--- config.mk ---
export PLATFORM = sky130hd
export DESIGN_NAME = fetch_stage_flat
export DESIGN_NICKNAME = d
export VERILOG_FILES = /design/src/rtl/fetch_stage_if.sv /design/src/rtl/fetch_stage.sv /design/src/flat_wrapper.sv
export SDC_FILE = /design/constraint.sdc
export NUM_CORES = 1
export LEC_CHECK = 0
export BUFFER_PORTS_ARGS = -buffer_cell sky130_fd_sc_hd__buf_2
export CAP_MARGIN = 20
export CORE_MARGIN = 5
export CORE_UTILIZATION = 51
export DETAILED_ROUTE_END_ITERATION = 6
export MAX_ROUTING_LAYER = met4
export PLACE_DENSITY_LB_ADDON = 0.25
export SYNTH_ARGS = -nofsm -noshare
export SYNTH_HDL_FRONTEND = slang
export SYNTH_SLANG_ARGS = --single-unit
--- constraint.sdc ---
create_clock -name clk -period 6.5 [get_ports clk]
set_clock_uncertainty 0.1 [all_clocks]
set_input_delay 0.325 -clock clk [delete_from_list [all_inputs] [get_ports clk]]
set_output_delay 0.325 -clock clk [all_outputs]
set_load 0.03 [all_outputs]
--- src/rtl/fetch_stage_if.sv ---
// Fetch stage bundle: instruction-memory request/response channel plus the
// decode-side control inputs and the registered {inst, pc, valid} output.
interface fetch_stage_if;
    // Instruction memory request (fetch -> memory)
    logic        mem_req_valid;
    logic        mem_req_ready;
    logic [31:0] mem_req_addr;
    // Instruction memory response (memory -> fetch)
    logic        mem_resp_valid;
    logic [31:0] mem_resp_data;
    // Pipeline control from decode / execute
    logic        stall_flg;
    logic        redirect_flg;
    logic [31:0] redirect_pc;
    // Registered output to decode
    logic [31:0] output_inst;
    logic [31:0] output_reg_pc;
    logic        output_valid;

    // The fetch stage drives requests and the decode-facing outputs.
    modport master (
        output mem_req_valid,
        input  mem_req_ready,
        output mem_req_addr,
        input  mem_resp_valid,
        input  mem_resp_data,
        input  stall_flg,
        input  redirect_flg,
        input  redirect_pc,
        output output_inst,
        output output_reg_pc,
        output output_valid
    );

    // Memory / pipeline environment side.
    modport slave (
        input  mem_req_valid,
        output mem_req_ready,
        input  mem_req_addr,
        output mem_resp_valid,
        output mem_resp_data,
        output stall_flg,
        output redirect_flg,
        output redirect_pc,
        input  output_inst,
        input  output_reg_pc,
        input  output_valid
    );
endinterface

--- src/rtl/fetch_stage.sv ---
// Instruction fetch stage. Holds the PC, issues one outstanding read at a
// time to instruction memory, buffers returned words in a small FIFO and
// hands one {inst, pc} pair per cycle to decode. A redirect from execute
// flushes everything in flight; a response to a request issued before the
// redirect is swallowed in the DROP state.
module fetch_stage #(
    parameter logic [31:0] RESET_PC = 32'h0000_0000,
    parameter int unsigned DEPTH    = 2,
    parameter logic [31:0] NOP_INST = 32'h0000_0013
) (
    input  logic          clk,
    input  logic          rst,
    fetch_stage_if.master fch
);

    localparam int unsigned PTR_W = (DEPTH > 1) ? $clog2(DEPTH) : 1;
    localparam int unsigned CNT_W = $clog2(DEPTH + 1);
    localparam logic [CNT_W-1:0] FULL_CNT = CNT_W'(DEPTH);

    typedef enum logic [1:0] {
        S_REQ  = 2'd0,
        S_WAIT = 2'd1,
        S_DROP = 2'd2
    } state_t;

    state_t            state_q, state_d;
    logic [31:0]       pc_q, pc_d;
    logic [31:0]       req_pc_q, req_pc_d;
    logic [PTR_W-1:0]  wr_ptr_q, wr_ptr_d;
    logic [PTR_W-1:0]  rd_ptr_q, rd_ptr_d;
    logic [CNT_W-1:0]  cnt_q, cnt_d;
    logic [31:0]       out_inst_q, out_inst_d;
    logic [31:0]       out_pc_q, out_pc_d;
    logic              out_vld_q, out_vld_d;

    logic [31:0]       fifo_inst_q [DEPTH];
    logic [31:0]       fifo_pc_q   [DEPTH];

    logic              req_valid;
    logic              req_fire;
    logic              push;
    logic              pop;
    logic              fifo_empty;

    // Request/FIFO handshake terms shared by the FSM, the FIFO and the outputs.
    always_comb begin
        fifo_empty = (cnt_q == '0);
        // A slot must be free at issue time so the eventual push never overflows.
        req_valid  = (state_q == S_REQ) && (cnt_q < FULL_CNT) && !fch.redirect_flg;
        req_fire   = req_valid && fch.mem_req_ready;
        // Only a response to a still-wanted request is buffered.
        push       = (state_q == S_WAIT) && fch.mem_resp_valid && !fch.redirect_flg;
        pop        = !fch.redirect_flg && !fch.stall_flg && !fifo_empty;
    end

    // Next state of the fetch FSM, the PC and the captured request PC.
    always_comb begin
        state_d  = state_q;
        pc_d     = pc_q;
        req_pc_d = req_pc_q;

        unique case (state_q)
            S_REQ: begin
                if (req_fire) begin
                    state_d = S_WAIT;
                end
            end
            S_WAIT: begin
                // A response landing with the redirect is discarded but still
                // retires the outstanding request.
                if (fch.mem_resp_valid) begin
                    state_d = S_REQ;
                end else if (fch.redirect_flg) begin
                    state_d = S_DROP;
                end
            end
            S_DROP: begin
                if (fch.mem_resp_valid) begin
                    state_d = S_REQ;
                end
            end
            default: begin
                state_d = S_REQ;
            end
        endcase

        if (fch.redirect_flg) begin
            pc_d = fch.redirect_pc & 32'hFFFF_FFFC;
        end else if (req_fire) begin
            pc_d     = pc_q + 32'd4;
            req_pc_d = pc_q;
        end
    end

    // FIFO pointers and occupancy; a redirect empties the buffer.
    always_comb begin
        wr_ptr_d = wr_ptr_q;
        rd_ptr_d = rd_ptr_q;
        cnt_d    = cnt_q;

        if (fch.redirect_flg) begin
            wr_ptr_d = '0;
            rd_ptr_d = '0;
            cnt_d    = '0;
        end else begin
            if (push) begin
                wr_ptr_d = wr_ptr_q + PTR_W'(1);
            end
            if (pop) begin
                rd_ptr_d = rd_ptr_q + PTR_W'(1);
            end
            unique case ({push, pop})
                2'b10:   cnt_d = cnt_q + CNT_W'(1);
                2'b01:   cnt_d = cnt_q - CNT_W'(1);
                default: cnt_d = cnt_q;
            endcase
        end
    end

    // Decode-facing output registers: bubble on redirect or empty, hold on stall.
    always_comb begin
        out_inst_d = out_inst_q;
        out_pc_d   = out_pc_q;
        out_vld_d  = out_vld_q;

        if (fch.redirect_flg) begin
            out_inst_d = NOP_INST;
            out_pc_d   = 32'd0;
            out_vld_d  = 1'b0;
        end else if (!fch.stall_flg) begin
            if (!fifo_empty) begin
                out_inst_d = fifo_inst_q[rd_ptr_q];
                out_pc_d   = fifo_pc_q[rd_ptr_q];
                out_vld_d  = 1'b1;
            end else begin
                out_inst_d = NOP_INST;
                out_pc_d   = 32'd0;
                out_vld_d  = 1'b0;
            end
        end
    end

    // Control and output state register with synchronous reset.
    always_ff @(posedge clk) begin
        if (rst) begin
            state_q    <= S_REQ;
            pc_q       <= RESET_PC;
            wr_ptr_q   <= '0;
            rd_ptr_q   <= '0;
            cnt_q      <= '0;
            out_inst_q <= NOP_INST;
            out_pc_q   <= 32'd0;
            out_vld_q  <= 1'b0;
        end else begin
            state_q    <= state_d;
            pc_q       <= pc_d;
            wr_ptr_q   <= wr_ptr_d;
            rd_ptr_q   <= rd_ptr_d;
            cnt_q      <= cnt_d;
            out_inst_q <= out_inst_d;
            out_pc_q   <= out_pc_d;
            out_vld_q  <= out_vld_d;
        end
    end

    // Request PC capture; pure data, meaningful only while a request is in flight.
    always_ff @(posedge clk) begin
        req_pc_q <= req_pc_d;
    end

    // FIFO storage; entries are qualified by the pointers, so no reset is needed.
    always_ff @(posedge clk) begin
        if (!rst && push) begin
            fifo_inst_q[wr_ptr_q] <= fch.mem_resp_data;
            fifo_pc_q[wr_ptr_q]   <= req_pc_q;
        end
    end

    assign fch.mem_req_valid = req_valid;
    assign fch.mem_req_addr  = pc_q;
    assign fch.output_inst   = out_inst_q;
    assign fch.output_reg_pc = out_pc_q;
    assign fch.output_valid  = out_vld_q;

endmodule
--- src/flat_wrapper.sv ---
// flat-port wrapper written by rule: the top's interface ports become plain ports
module fetch_stage_flat 
#(
    parameter logic [31:0] RESET_PC = 32'h0000_0000,
    parameter int unsigned DEPTH    = 2,
    parameter logic [31:0] NOP_INST = 32'h0000_0013
)
  (clk, rst, fch_mem_req_valid, fch_mem_req_ready, fch_mem_req_addr, fch_mem_resp_valid, fch_mem_resp_data, fch_stall_flg, fch_redirect_flg, fch_redirect_pc, fch_output_inst, fch_output_reg_pc, fch_output_valid);
  fetch_stage_if fch_i ();
  input  logic clk;
  input  logic rst;
  output wire logic [$bits(fch_i.mem_req_valid)-1:0] fch_mem_req_valid;
  input wire logic [$bits(fch_i.mem_req_ready)-1:0] fch_mem_req_ready;
  output wire logic [$bits(fch_i.mem_req_addr)-1:0] fch_mem_req_addr;
  input wire logic [$bits(fch_i.mem_resp_valid)-1:0] fch_mem_resp_valid;
  input wire logic [$bits(fch_i.mem_resp_data)-1:0] fch_mem_resp_data;
  input wire logic [$bits(fch_i.stall_flg)-1:0] fch_stall_flg;
  input wire logic [$bits(fch_i.redirect_flg)-1:0] fch_redirect_flg;
  input wire logic [$bits(fch_i.redirect_pc)-1:0] fch_redirect_pc;
  output wire logic [$bits(fch_i.output_inst)-1:0] fch_output_inst;
  output wire logic [$bits(fch_i.output_reg_pc)-1:0] fch_output_reg_pc;
  output wire logic [$bits(fch_i.output_valid)-1:0] fch_output_valid;
  assign fch_mem_req_valid = fch_i.mem_req_valid;
  assign fch_i.mem_req_ready = fch_mem_req_ready;
  assign fch_mem_req_addr = fch_i.mem_req_addr;
  assign fch_i.mem_resp_valid = fch_mem_resp_valid;
  assign fch_i.mem_resp_data = fch_mem_resp_data;
  assign fch_i.stall_flg = fch_stall_flg;
  assign fch_i.redirect_flg = fch_redirect_flg;
  assign fch_i.redirect_pc = fch_redirect_pc;
  assign fch_output_inst = fch_i.output_inst;
  assign fch_output_reg_pc = fch_i.output_reg_pc;
  assign fch_output_valid = fch_i.output_valid;
  fetch_stage #(.RESET_PC(RESET_PC), .DEPTH(DEPTH), .NOP_INST(NOP_INST)) u_core (.clk(clk), .rst(rst), .fch(fch_i));
endmodule
Word-level counts from Yosys, hierarchy flattened. Memory sizes are Yosys's and may differ from the RTL's. A register that Yosys moved wholly into a read port is not among the register bits. Index checks and enable logic that the tools add are counted.

Memories: 2. Input port bits: 70. Logic and storage cells: 62. Register bits after elaboration: 135. RAM bits: 128.

Reductions and logical operators: 19. Bitwise operators: 1. Muxes and demuxes: 17. $add $sub $neg: 5. Equal/unequal tests: 7. Magnitude comparators: 1.

Memory list: u_core.fifo_inst_q (words 2, bits a word 32, rd ports 1, clocked after Yosys merged registers in 1, wr ports 1, RTL line fetch_stage.sv:36) `logic [31:0] fifo_inst_q [DEPTH];`; u_core.fifo_pc_q (words 2, bits a word 32, rd ports 1, clocked after Yosys merged registers in 1, wr ports 1, RTL line fetch_stage.sv:37) `logic [31:0] fifo_pc_q [DEPTH];`.

Operators by type and width (count): $mux 32 (4); $add 32x3->32 const B (1); $logic_and 1x1->1 (8); $mux 2 (4); $mux 1 (7); $pmux 2 s3 (1); $eq 2x1->1 const B (2); $eq 2x2->1 const B (2); $logic_not 1->1 (4); $logic_not 2->1 (2); $pmux 2 s2 (1); $reduce_bool 2->1 (2); $ne 3x3->1 const B (1); $reduce_and 3->1 (1); $add 1x1->1 const B (2); $add 2x1->2 const B (1); $lt 2x2->1 const B (1); $ne 2x1->1 const B (1); $ne 2x2->1 const B (1); $reduce_and 2->1 (1); $reduce_or 2->1 (1); $sub 2x1->2 const B (1); $not 1->1 (1).

Depth between registers and ports, before layout. Gate-level depths: netlist of run 1.

Word-level depth: 6. Mapped depth: 9. Mapped depth without buffers: 7.

Least setup slack after synthesis of run 1. Ideal clock, no wire load.

Kind: input to register. Start point: in rst. End point: mem u_core.fifo_inst_q[0][0], enable pin. Arrival: 5.285 ns. Cell stages on the path: 5. Setup time: 0.558 ns. Slack: 0.557 ns. Cell sequence: clkbuf_1 > or2_2 > clkbuf_1 > buf_1 > nor3_1.

Word-level cells in the longest chain between the ends: 4.

RTL lines: start, declared (RTL line flat_wrapper.sv:11) `input logic rst;`; $logic_not 1->1 (RTL line fetch_stage.sv:173) `if (!rst && push) begin`; $logic_and 1x1->1 (RTL line fetch_stage.sv:173); $mux 1 (RTL line fetch_stage.sv:173); $mux 1 (not written as such) (RTL line fetch_stage.sv:174) `fifo_inst_q[wr_ptr_q] <= fch.mem_resp_data;`; end, declared (RTL line fetch_stage.sv:36).

No other way between the ends.

Worst setup path in the final report of run 1.
Start point: reg u_core.cnt_q[1]. End point: reg u_core.pc_q[18], in the netlist u_core.fch.mem_req_addr[18].

Word-level cells in the longest chain between the ends: 5.

RTL lines: start, declared (RTL line fetch_stage.sv:31) `logic [CNT_W-1:0] cnt_q, cnt_d;`; start signal, assigned (RTL line fetch_stage.sv:159) `cnt_q <= cnt_d;`; $lt 2x2->1 (RTL line fetch_stage.sv:49) `req_valid = (state_q == S_REQ) && (cnt_q < FULL_CNT) && !fch.redirect_flg;`; $logic_and 1x1->1 (2 in series) (RTL line fetch_stage.sv:49); $logic_and 1x1->1 (RTL line fetch_stage.sv:50) `req_fire = req_valid && fch.mem_req_ready;`; $reduce_bool 2->1 (no source line); end signal, assigned (RTL line fetch_stage.sv:156) `pc_q <= pc_d;`; end, declared (RTL line fetch_stage.sv:27) `logic [31:0] pc_q, pc_d;`.

No other way between the ends. A chain may end at the register's enable or synchronous reset.

==> flow_summary.json, run 1 <==
{
  "floorplan.initialDensity_pct": 51.3,
  "yosysWarningCount": 0,
  "worst_hold_path.num_cells": 3,
  "pwr_density_cell_mw_per_mm2": 278,
  "grt_max_degree": 68,
  "wl_per_cell_um": 16.6,
  "cts_tree": "yes",
  "synth.distinct_cells": 48,
  "ir_worst_vdd_v": 0.000173,
  "leakage_nw": 4.33,
  "wire_length_of_the_first_global_routing_pass_um": 33100,
  "hold_path.startpoint": "fch_redirect_pc[6]",
  "antenna_found_initial": 1,
  "drt_first_pass_iters": 5,
  "cts-buffers-inserted": 25,
  "mappedNetlistArea_mm2": 0.00954,
  "postSynthRegisterBits": 254,
  "hp-class": "in2reg",
  "drt_wl_total_um": 20400,
  "cts.clk_slew.worst_paths_ns": 0.06,
  "worst_setup_slack_for_register_to_register_paths_ns": 3.57,
  "gp_congestion": 0.815,
  "cts-root-buf": "clkbuf_16",
  "worst_slack_setup_final_ns": 3.57,
  "crit_type": "reg2reg",
  "synthCells": 769,
  "final-max-slew-violation-count": 0,
  "drc_errors": 0,
  "fp.dieArea_mm2": 0.0215,
  "unrepaired_setup_endpoints_after_global_routing": "no",
  "reg2reg_from": "u_core.cnt_q[1]$_SDFFE_PP0P_",
  "critical_path.reg2reg.endpoint": "u_core.fch.mem_req_addr[18]$_SDFFE_PP0P_",
  "synth_top_flop_cell": "edfxtp_1",
  "arrival_ns": 3.26,
  "detailedPlacementHpwl_um": 12400,
  "max_slew_margin_pct": 49.0,
  "numPlacedInstances": 1130,
  "layout-drive-gt1-share_pct": 22.4,
  "clk-insertion-delay-late_ns": 0.50,
  "hold_viol_final": 0,
  "fp.coreArea_mm2": 0.0186,
  "dr.first_iter.drc_count": 419,
  "setup_viol": 0,
  "tightest_pin_transition_ns": 0.764,
  "status": "complete, no violations",
  "crit_path_top_delay_cell": "nor4_4",
  "num_rows": 50,
  "timing.critical_path.from_type": "flip-flop",
  "crit_fanout": 34,
  "global_route.overflow_total": 0,
  "die_width_um": 147,
  "io_pins": 168,
  "fp.dieH_um": 147,
  "worst_path_largest_cell_delay_ns": 0.48,
  "crit_required_ns": 6.83,
  "areaGrowthSynthToFinish_pct": 24.1,
  "finalNonFillerCells": 1224,
  "number_of_synthesized_flops_with_an_enable_pin": 154,
  "avgViaCountPerCell": 5.33,
  "worst_setup_path_end_kind": "flip-flop",
  "final.min_clock_period_ns": 2.93,
  "synth-async-reset-ratio_pct": 0,
  "design.final.nets": 1044,
  "timing.final.crit_share_pct": 45.0,
  "vias": 6523,
  "crit_chain": "nor4_4 -> nand2_2 -> inv_2 -> buf_4 -> nand3_1 -> or3_1 -> a31oi_1",
  "post-place-ws_ns": 3.29,
  "first_global_vias": 6412,
  "worstHoldEndpoint": "u_core.fch.mem_req_addr[6]$_SDFFE_PP0P_",
  "cts_sinks": 254,
  "timing.setup.tns_ns": 0,
  "route.antenna.remaining_nets": 0,
  "grtUsageTotal_pct": 19.2,
  "worst-r2r-cell-count": 7,
  "port-buffer-count": 161,
  "number_of_buffers_on_the_longest_clock_path": 3,
  "synth.avg_cell_area_um2": 12.4,
  "fmax_ghz": 0.342,
  "cts-htree-levels": 1,
  "count_of_maximum_capacitance_violations": 0,
  "seq_area_frac_synth_pct": 69.5
}
==> logic make-up after synthesis <==
family / share of synthesized area, %
adder cells (fa/ha/maj): 0.262
other: 0.0393
AO/OA/AOI/OAI: 8.06
multiplexers: 7.11
buffers and inverters: 2.35
flip-flops: 69.5
AND/OR/NAND/NOR: 11.8
XOR/XNOR: 0.919
==> routing by layer <==
layer	global-route usage (%)	vias to the layer above	share of wire, %
met5	-	-	0
met4	5.03	0	2.1
met3	3.33	37	6.1
met2	30.5	205	47
met1	25.9	3100	44
li1	-	3181	-
==> metrics by stage <==
step	area, um^2	hold slack (ns)	power (mW)	util (%)
after floorplan	9550	0.304	1.87	-
after global placement	10500	0.322	1.93	56.7
after detailed placement	10500	0.329	1.93	56.7
after CTS	11800	0.00529	3.32	63.5
after global routing	11800	0.0219	3.41	63.7
final	11800	0.0142	3.29	63.7
==> flip-flops by register name (all words and copies together) (netlist names), named ones only <==
signal	cells
u_core.fch.output_reg_pc	30
u_core.state_q	2
u_core.fifo_pc_q	60
u_core.fch.output_inst	32
u_core.cnt_q	2
u_core.wr_ptr_q	1
u_core.fifo_inst_q	64
u_core.fch.output_valid	1
u_core.req_pc_q	30
u_core.fch.mem_req_addr	30
u_core.rd_ptr_q	1
==> report_power, final <==
group / internal, mW / switching [mW] / total [mW]
logic: 0.0643 / 0.0988 / 0.163
registers: 1.73 / 0.0279 / 1.76
clock network: 0.805 / 0.557 / 1.36
==> cell usage in the layout, fill, tap and decap left out, types with 5 or more instances in the layout <==
| master | n |
|---|---|
| nor2_1 | 141 |
| clkinv_2 | 5 |
| inv_1 | 6 |
| nand2_1 | 26 |
| buf_2 | 161 |
| a31oi_1 | 5 |
| mux2i_1 | 61 |
| nor2b_1 | 10 |
| o21ai_0 | 13 |
| dlygate4sd3_1 | 48 |
| edfxtp_1 | 154 |
| nand4_1 | 13 |
| a21oi_1 | 92 |
| clkbuf_16 | 25 |
| xor2_1 | 7 |
| nand3_1 | 10 |
| buf_4 | 9 |
| o22ai_1 | 9 |
| nor3_1 | 10 |
| dfxtp_1 | 99 |
| and3_1 | 7 |
| clkbuf_1 | 5 |
| nand3b_1 | 5 |
==> final cells by class <==
class | instances | area (um^2)
clock inverters | 12 | 108
fillers | 1448 | 6750
inverters | 7 | 26.3
diodes | 1 | 2.50
flip-flops and latches | 254 | 6630
multi-input cells | 465 | 2720
repair buffers | 219 | 1380
well taps | 234 | 293
clock buffers | 32 | 672
==> worst max-delay path by stage <==
| stage | slack [ns] | from | cells after the start | end |
|---|---|---|---|---|
| after floorplan | 0.56 | rst | 5 | u_core.fifo_inst_q[0][0]$_DFFE_PP_ |
| after global placement | 3.33 | fch_redirect_flg | 9 | u_core.fch.mem_req_addr[20]$_SDFFE_PP0P_ |
| after detailed placement | 3.29 | fch_redirect_flg | 9 | u_core.fch.mem_req_addr[18]$_SDFFE_PP0P_ |
| after CTS | 3.57 | u_core.cnt_q[1]$_SDFFE_PP0P_ | 7 | u_core.fch.mem_req_addr[18]$_SDFFE_PP0P_ |
| after global routing | 3.29 | u_core.cnt_q[1]$_SDFFE_PP0P_ | 7 | u_core.fch.mem_req_addr[18]$_SDFFE_PP0P_ |
| final | 3.57 | u_core.cnt_q[1]$_SDFFE_PP0P_ | 7 | u_core.fch.mem_req_addr[18]$_SDFFE_PP0P_ |
==> critical path: cells and delay by family, from the launching register on <==
family	cells	cell delay [ns]
buffers and inverters	2	0.76
AO/OA/AOI/OAI	1	0.16
AND/OR/NAND/NOR	4	1.44
flip-flops	1	0.36
==> synthesized netlist by cell type, types with 3 or more instances <==
cell / count / area (um^2)
nor2_1: 141 / 529
a31oi_1: 5 / 31.3
nand2_1: 26 / 97.6
xor2_1: 7 / 61.3
and3_1: 7 / 43.8
dfxtp_1: 100 / 2000
o21ai_0: 14 / 70.1
buf_4: 4 / 30.0
buf_1: 7 / 26.3
nand3_1: 10 / 50.1
nor3_1: 12 / 60.1
a32oi_1: 3 / 26.3
edfxtp_1: 154 / 4620
a22oi_1: 4 / 30.0
a21oi_1: 92 / 460
nand2b_1: 3 / 18.8
mux2_2: 4 / 45.0
nand4_1: 13 / 81.3
mux2i_1: 61 / 611
xnor2_1: 3 / 26.3
inv_1: 6 / 22.5
or3_1: 4 / 25.0
clkbuf_1: 32 / 120
nor2b_1: 10 / 62.6
o22ai_1: 9 / 56.3
nand3b_1: 5 / 37.5
==> repair_timing <==
item / in CTS / in global routing
buffers inserted: 0 / 0
hold buffers: 48 / 0
hold endpoints to repair: 80 / 0
resized for setup: 0 / 0
Power figures use the tool's default switching activity.
==> run 2: changes to the inputs <==
==> constraint.sdc (replaced) <==
create_clock -name clk -period 3.07 [get_ports clk]
set_clock_uncertainty 0.1 [all_clocks]
set_input_delay 0.1535 -clock clk [delete_from_list [all_inputs] [get_ports clk]]
set_output_delay 0.1535 -clock clk [all_outputs]
set_load 0.03 [all_outputs]
==> flow_summary.json, run 2 (same netlist as run 1, synthesis figures left out) <==
{
  "status": "complete, no violations",
  "finalNonFillerCells": 1254,
  "drc_errors": 0,
  "hp-class": "in2reg",
  "areaGrowthSynthToFinish_pct": 27.9,
  "cts-root-buf": "clkbuf_16",
  "timing.final.crit_share_pct": 76.0,
  "power.net_switching_mw": 1.51,
  "crit_required_ns": 3.42,
  "hold_viol_final": 0,
  "postLayoutCoreUtil_pct": 65.6,
  "ir_worst_vdd_v": 0.000382,
  "layout.cells.most_common": "buf_2",
  "die_width_um": 147,
  "cts_tree": "yes",
  "fmax_ghz": 0.429,
  "route.antenna.remaining_nets": 0,
  "cts-htree-levels": 1,
  "fp.dieArea_mm2": 0.0215,
  "setup_viol": 0,
  "internal-power_mw": 5.86,
  "wl_per_cell_um": 16.9,
  "drt_first_pass_iters": 5,
  "layout_common_cells": "buf_2 (161), edfxtp_1 (154), nor2_1 (141)",
  "unrepaired_setup_endpoints_after_global_routing": "no",
  "fp.coreArea_mm2": 0.0186,
  "max_slew_margin_pct": 44.9,
  "antenna_found_initial": 0,
  "floorplan.initialDensity_pct": 51.3,
  "layout-drive-gt1-share_pct": 23.0,
  "cts-buffers-inserted": 26,
  "detailedPlacementHpwl_um": 13100,
  "io_pins": 168,
  "gp_congestion": 0.802,
  "pwr_density_cell_mw_per_mm2": 604,
  "avgViaCountPerCell": 5.33,
  "grtUsageTotal_pct": 19.7,
  "cts_sinks": 254,
  "timing.setup.tns_ns": 0,
  "dr.first_iter.drc_count": 406,
  "power.share.combinational_pct": 5.1,
  "post-place-ws_ns": 0.766,
  "final.min_clock_period_ns": 2.33,
  "count_of_maximum_capacitance_violations": 0,
  "fp.dieH_um": 147,
  "number_of_buffers_on_the_longest_clock_path": 3,
  "max_flop_register": "u_core.fifo_inst_q",
  "largest_register_ff_count": 64,
  "dpl_cell_area_mm2": 0.0106,
  "port-buffer-count": 161,
  "clk-insertion-delay-late_ns": 0.52,
  "grt_max_degree": 64,
  "worst_setup_path_end_kind": "flip-flop",
  "arrival_ns": 2.68,
  "num_rows": 50,
  "global_route.overflow_total": 0,
  "wire_length_of_the_first_global_routing_pass_um": 33900,
  "clock_power_share_pct": 44.4,
  "final-max-slew-violation-count": 0,
  "switching_share_pct": 20.5,
  "stdcell_area_mm2": 0.0122,
  "insertedDiodeCount": 0,
  "crit_fanout": 20,
  "numPlacedInstances": 1140,
  "timing.critical_path.from_type": "flip-flop",
  "vias": 6678,
  "design.final.nets": 1072,
  "first_global_vias": 6584,
  "tightest_pin_transition_ns": 0.827,
  "crit_type": "reg2reg",
  "p_seq_share_pct": 50.6,
  "drt_wl_total_um": 21200,
  "cts.clk_slew.worst_paths_ns": 0.06,
  "leakage_nw": 4.51,
  "worst_slack_setup_final_ns": 0.738,
  "cts_setup_buffers": 0
}
## run 2: layout make-up
class / count / area (um^2)
repair buffers: 246 / 1610
fillers: 1390 / 6380
clock buffers: 38 / 757
inverters: 7 / 26.3
clock inverters: 10 / 150
well taps: 234 / 293
flip-flops and latches: 254 / 6630
multi-input cells: 465 / 2730
## run 2: worst paths after layout
kind | from | to | slack [ns] | depth (start not counted)
max | u_core.cnt_q[1]$_SDFFE_PP0P_ | u_core.fch.mem_req_addr[18]$_SDFFE_PP0P_ | 0.74 | 6
min | fch_stall_flg | u_core.fch.output_inst[0]$_SDFFE_PP1N_ | 0.03 | 4
max reg2reg | u_core.cnt_q[1]$_SDFFE_PP0P_ | u_core.fch.mem_req_addr[18]$_SDFFE_PP0P_ | 0.74 | 6
min reg2reg | u_core.req_pc_q[28]$_DFFE_PP_ | u_core.fifo_pc_q[0][28]$_DFFE_PP_ | 0.34 | 0
## run 2: stage by stage
stage	total power [mW]	hold slack (ns)
after floorplan	3.97	0.133
after global placement	4.10	0.241
after detailed placement	4.10	0.245
after CTS	7.45	0.000460
after global routing	7.62	0.0322
final	7.37	0.0292
## run 2: repair_timing
action,in CTS,in global routing
hold endpoints to repair,98,0
resized for setup,0,0
hold buffers,66,0
## run 2: worst max-delay path, stage by stage, from the launching register on
cell	delay, ns
dfxtp_1	0.38
nor4_4	0.51
nand2_2	0.11
inv_2	0.34
nand3_1	0.25
or3_1	0.40
a31oi_1	0.17
## run 2: power groups by stage
| stage | combinational (mW) | clock (mW) | sequential (mW) |
|---|---|---|---|
| finish | 0.373 | 3.27 | 3.73 |
| global route | 0.401 | 3.49 | 3.73 |
| CTS | 0.371 | 3.35 | 3.73 |
| detailed placement | 0.304 | 0 | 3.80 |
| global placement | 0.300 | 0 | 3.80 |
| floorplan | 0.140 | 0 | 3.83 |
## run 2: layer usage
metal / GRT usage [%] / vias to the layer above / routed length (um)
met4: 5.03 / 0 / 407
met2: 32.5 / 218 / 10200
li1: - / 3243 / -
met3: 3.30 / 28 / 1310
met1: 25.7 / 3189 / 9260
met5: - / - / 0
